<file path="config.mk">
export PLATFORM = sky130hd
export DESIGN_NAME = csv_acc_stage
export DESIGN_NICKNAME = d
export VERILOG_FILES = /design/src/rtl/csv_acc_stage.sv
export SDC_FILE = /design/constraint.sdc
export NUM_CORES = 1
export LEC_CHECK = 0
export ABC_CLOCK_PERIOD_IN_PS = 3950
export CAP_MARGIN = 20
export CELL_PAD_IN_SITES_DETAIL_PLACEMENT = 0
export CELL_PAD_IN_SITES_GLOBAL_PLACEMENT = 1
export CORE_ASPECT_RATIO = 0.9
export CORE_MARGIN = 3
export CORE_UTILIZATION = 41
export CTS_CLUSTER_SIZE = 8
export DETAILED_ROUTE_END_ITERATION = 16
export GPL_ROUTABILITY_DRIVEN = 0
export PLACE_DENSITY = 0.84
export SLEW_MARGIN = 20
export SYNTH_ARGS = -nofsm -noshare
export SYNTH_HDL_FRONTEND = slang
export SYNTH_SLANG_ARGS = --single-unit
</file>
<file path="constraint.sdc">
create_clock -name CLK -period 3.95 [get_ports CLK]
set_input_delay 0.5925 -clock CLK [delete_from_list [all_inputs] [get_ports CLK]]
set_output_delay 0.5925 -clock CLK [all_outputs]
set_load 0.05 [all_outputs]
</file>
<file path="src/rtl/csv_acc_stage.sv">
// csv_acc_stage: carry-save accumulation stage.
//
// Sums the beats of a packet with one 3:2 compressor row per beat. The sum
// and carry vectors are kept in redundant form, so no carry-propagate adder
// sits on the accumulation path. On the last beat the pending S/C pair and the
// multiplicand Y are handed to a one-entry output buffer. A downstream unit
// forms (XS + XC) * YO from that buffer.
//
// Ports
//   CLK       in   clock; all state updates on the rising edge
//   RSTN      in   asynchronous active-low reset
//   A         in   addend beat (widthX)
//   Y         in   multiplicand, captured with the last beat (widthY)
//   InValid   in   A/Y/InLast carry a beat
//   InLast    in   beat is the final term of its packet
//   InReady   out  beat is accepted this cycle
//   XS, XC    out  carry-save sum/carry of the completed packet (widthX)
//   YO        out  Y captured with the packet's last beat (widthY)
//   OutValid  out  XS/XC/YO hold a complete packet
//   OutReady  in   consumer takes the output this cycle
//
// All arithmetic is modulo 2^widthX. widthX must be at least 2 and must not
// exceed widthY.
module csv_acc_stage #(
  parameter int unsigned widthX = 8,
  parameter int unsigned widthY = 8
) (
  input  logic              CLK,
  input  logic              RSTN,
  input  logic [widthX-1:0] A,
  input  logic [widthY-1:0] Y,
  input  logic              InValid,
  input  logic              InLast,
  output logic              InReady,
  output logic [widthX-1:0] XS,
  output logic [widthX-1:0] XC,
  output logic [widthY-1:0] YO,
  output logic              OutValid,
  input  logic              OutReady
);

  // StEmpty corresponds to First=1, and StAcc corresponds to First=0.
  typedef enum logic [0:0] {StEmpty, StAcc} acc_state_e;

  acc_state_e        state_q, state_d;
  logic [widthX-1:0] s_q, s_d;
  logic [widthX-1:0] c_q, c_d;
  logic [widthX-1:0] xs_q, xs_d;
  logic [widthX-1:0] xc_q, xc_d;
  logic [widthY-1:0] yo_q, yo_d;
  logic              out_valid_q, out_valid_d;

  logic              in_fire;
  logic              out_fire;
  logic [widthX-1:0] s_new;
  logic [widthX-1:0] c_new;
  logic [widthX-1:0] maj;

  // A last beat must wait for space in the output buffer. A non-last beat
  // only touches the accumulator, so it is always accepted.
  assign InReady  = ~InLast | ~out_valid_q | OutReady;
  assign in_fire  = InValid & InReady;
  assign out_fire = out_valid_q & OutReady;

  // One compressor row. The carry out of the top bit is dropped, which
  // gives the modulo-2^widthX behaviour.
  always_comb begin
    maj = (s_q & c_q) | (s_q & A) | (c_q & A);
    if (state_q == StEmpty) begin
      s_new = A;
      c_new = '0;
    end else begin
      s_new = s_q ^ c_q ^ A;
      c_new = {maj[widthX-2:0], 1'b0};
    end
  end

  // The accumulator and the output buffer advance independently. A packet
  // can keep accumulating while the buffer waits for the consumer.
  always_comb begin
    state_d     = state_q;
    s_d         = s_q;
    c_d         = c_q;
    xs_d        = xs_q;
    xc_d        = xc_q;
    yo_d        = yo_q;
    out_valid_d = out_valid_q;

    if (out_fire) begin
      out_valid_d = 1'b0;
    end

    if (in_fire) begin
      if (InLast) begin
        // Hand off the completed packet. The accumulator goes back to empty,
        // and the next beat overwrites S/C.
        state_d     = StEmpty;
        xs_d        = s_new;
        xc_d        = c_new;
        yo_d        = Y;
        out_valid_d = 1'b1;
      end else begin
        state_d = StAcc;
        s_d     = s_new;
        c_d     = c_new;
      end
    end
  end

  always_ff @(posedge CLK or negedge RSTN) begin
    if (!RSTN) begin
      state_q     <= StEmpty;
      s_q         <= '0;
      c_q         <= '0;
      xs_q        <= '0;
      xc_q        <= '0;
      yo_q        <= '0;
      out_valid_q <= 1'b0;
    end else begin
      state_q     <= state_d;
      s_q         <= s_d;
      c_q         <= c_d;
      xs_q        <= xs_d;
      xc_q        <= xc_d;
      yo_q        <= yo_d;
      out_valid_q <= out_valid_d;
    end
  end

  assign XS       = xs_q;
  assign XC       = xc_q;
  assign YO       = yo_q;
  assign OutValid = out_valid_q;

endmodule

</file>
==> flow_summary.toml <==
[place]
dp_hpwl_um = 2400
dp.cells = 276
io_buffers = 45

[clock_network]
h-tree-depth = 2
cts_resized = 0
cts.path.max_buffers = 2
path_clk_slew_ns = 0.07
cts_tree = "built"
insertion_delay_ns = 0.29
cts_root_buf = "clkbuf_8"
postCtsHoldBufs = 0
cts_sinks = 40
cts_setup_buffers = 0
cts_buffers = 5

[worst_setup_path]
crit_path_max_incr_delay_ns = 0.82
r2r_end = "YO[0]"
start_kind = "primary input"
crit_top_cell = "clkdlybuf4s50_1"
worstPathCellList = "clkdlybuf4s50_1 > nand3b_1 > clkdlybuf4s50_1"
r2r_slack_ns = 2.18
crit_arrival_ns = 2.03
worst_path_max_delay_cell = "clkdlybuf4s50_1"
path_depth = 3
reg2reg_from = "OutValid"
cp_max_fo = 5
crit_start = "InLast"
critPathTopFamily = "buffers and inverters"
path_buf_inv = 2
crit_type = "in -> out"
worstPathRequired_ns = 3.36
ff2ff_path_depth = 3
end_kind = "primary output"
endpoint = "InReady"

[yosys]
syn_area_sq_mm = 0.00195
ys_types = 28
yosysSeqAreaShare_pct = 51.2
syn_inst = 178
ys_warn_count = 0
postSynthAreaPerCell_sq_um = 11.0
syn-num-nets = 206
ys_ff_latch = 40

[drt]
vias_per_cell = 4.63
drt_iter0_markers = 59
wirelength_um = 3470
drc_errors = 0
dr.pass1.iters = 4
antenna_left = 0
vias = 1301
wire_per_inst_um = 12.4

[die]
start_util_pct = 43.3
core-area_sq_mm = 0.00452
die_h_um = 71.5
num_rows = 23
die-area_sq_mm = 0.00563
die_width_um = 78.8
pin_count = 47

[finish]
insertedDiodeCount = 0
postLayoutCoreUtil_pct = 54.8
fin_cells = 281
area_growth_pct = 26.8
drive_above_1_share_pct = 10.0
layout_commonest_cell = "clkdlybuf4s50_1"
nets = 249
fill_cells = 439
mostFrequentLayoutCells = "44 x clkdlybuf4s50_1, 40 x dfrtp_1, 32 x inv_1"

[timing]
rsz0062_at_grt = "no"
fin_setup_tns_ns = 0
fin_crit_sh_pct = 66.5
whs_ns = 0.417
setup_viol = 0
max_clock_freq_mhz = 381
finClkSkew_ns = 0.00606
finalHoldViolations = 0
period_needed_ns = 2.63
tightest_slew_ns = 0.895
slew_headroom_pct = 40.3
drv_slew = 0

[pwr]
peakVddDrop_v = 0.000287
power.leakage_nw = 1.13
powerDensity_mw_per_mm2 = 618

[grt]
grt_pass1_vias = 1358
grt_first_pass_wirelength_um = 6370
track_usage_pct = 14.7
grt_max_degree = 41
grt_overflow = 0
antenna_found_initial = 0

[worst_hold_path]
hold_path_class = "in -> async"

[flow_run]
drv_cap = 0

[run_status]
status = "complete, no violations"
## sequential cells by signal, summed over array words and instances, names as in the netlist
signal    cells
XS            8
YO            8
s_q           8
XC            7
c_q           7
OutValid      1
state_q       1
## through the flow
stage | worst slack (ns) | cell area (sq um) | total power, W
finish | 1.32 | 2480 | 0.00153
global route | 1.27 | 2480 | 0.00165
CTS | 1.32 | 2480 | 0.00156
detailed placement | 1.32 | 2410 | 0.00131
global placement | 1.32 | 2410 | 0.00129
floorplan | 2.15 | 1950 | 0.00108
## logic make-up (layout without fill, tap and decap cells)
logic type / count (synthesis) / after routing / synth area share [%]
compound gates: 26 / 26 / 7.23
xor+xnor: 1 / 1 / 0.448
fa+ha+maj: 7 / 7 / 6.79
buf+inv: 41 / 82 / 9.67
flops: 40 / 40 / 51.2
mux: 25 / 25 / 14.8
other cells: 1 / 1 / 0.192
simple gates: 37 / 37 / 9.67
## per-layer routing
| layer | global-route usage [%] | share of wire, % | vias to the layer above | wire [um] |
|---|---|---|---|---|
| met5 | 0 | 0 | - | 0 |
| met4 | 6.41 | 1.8 | 0 | 61 |
| met3 | 4.40 | 6.4 | 6 | 221 |
| met2 | 21.6 | 46 | 37 | 1590 |
| met1 | 20.2 | 46 | 620 | 1600 |
| li1 | - | - | 638 | - |
## power breakdown
group	internal [W]	switching, W	leakage [nW]	total (W)
Combinational	0.000265	0.000427	0.601	0.000693
Clock	0.000114	0.000125	0.0359	0.000239
Sequential	0.000526	0.0000737	0.490	0.000599
Total	0.000905	0.000626	1.13	0.00153
## final cells by class
class                   instances  area, sq um  area share (%)
inverters                      32          120            4.85
flip-flops and latches         40         1000            40.4
well taps                      62         77.6            3.13
repair buffers                 45          445            18.0
multi-input cells              97          764            30.9
clock buffers                   5         68.8            2.78
## synthesized netlist by cell type, drive strengths merged
library cell | instances | area, sq um
nand2b | 7 | 51.3
nand3b | 1 | 7.51
fa | 6 | 120
nand2 | 23 | 88.8
or3 | 1 | 6.26
mux2 | 13 | 169
o21ai | 20 | 100
mux2i | 12 | 120
o211a | 1 | 10.0
xnor2 | 1 | 8.76
nor2b | 1 | 13.8
inv | 32 | 120
conb | 1 | 3.75
dfrtp | 40 | 1000
buf | 7 | 61.3
a211o | 1 | 8.76
ha | 1 | 12.5
clkbuf | 2 | 7.51
nor4bb | 1 | 10.0
a21oi | 2 | 10.0
nor2 | 3 | 11.3
a31oi | 2 | 12.5
## how the worst min path moves through the flow
stage                       from  endpoint  cells after the start
after global placement    s_q[4]    s_q[4]                      2
final                       RSTN     XS[5]                      1
after global routing        RSTN     XS[6]                      1
after floorplan             RSTN  OutValid                      0
after CTS                   RSTN     XS[6]                      1
after detailed placement  c_q[2]    c_q[2]                      2
(Power assumes the default switching activity.)
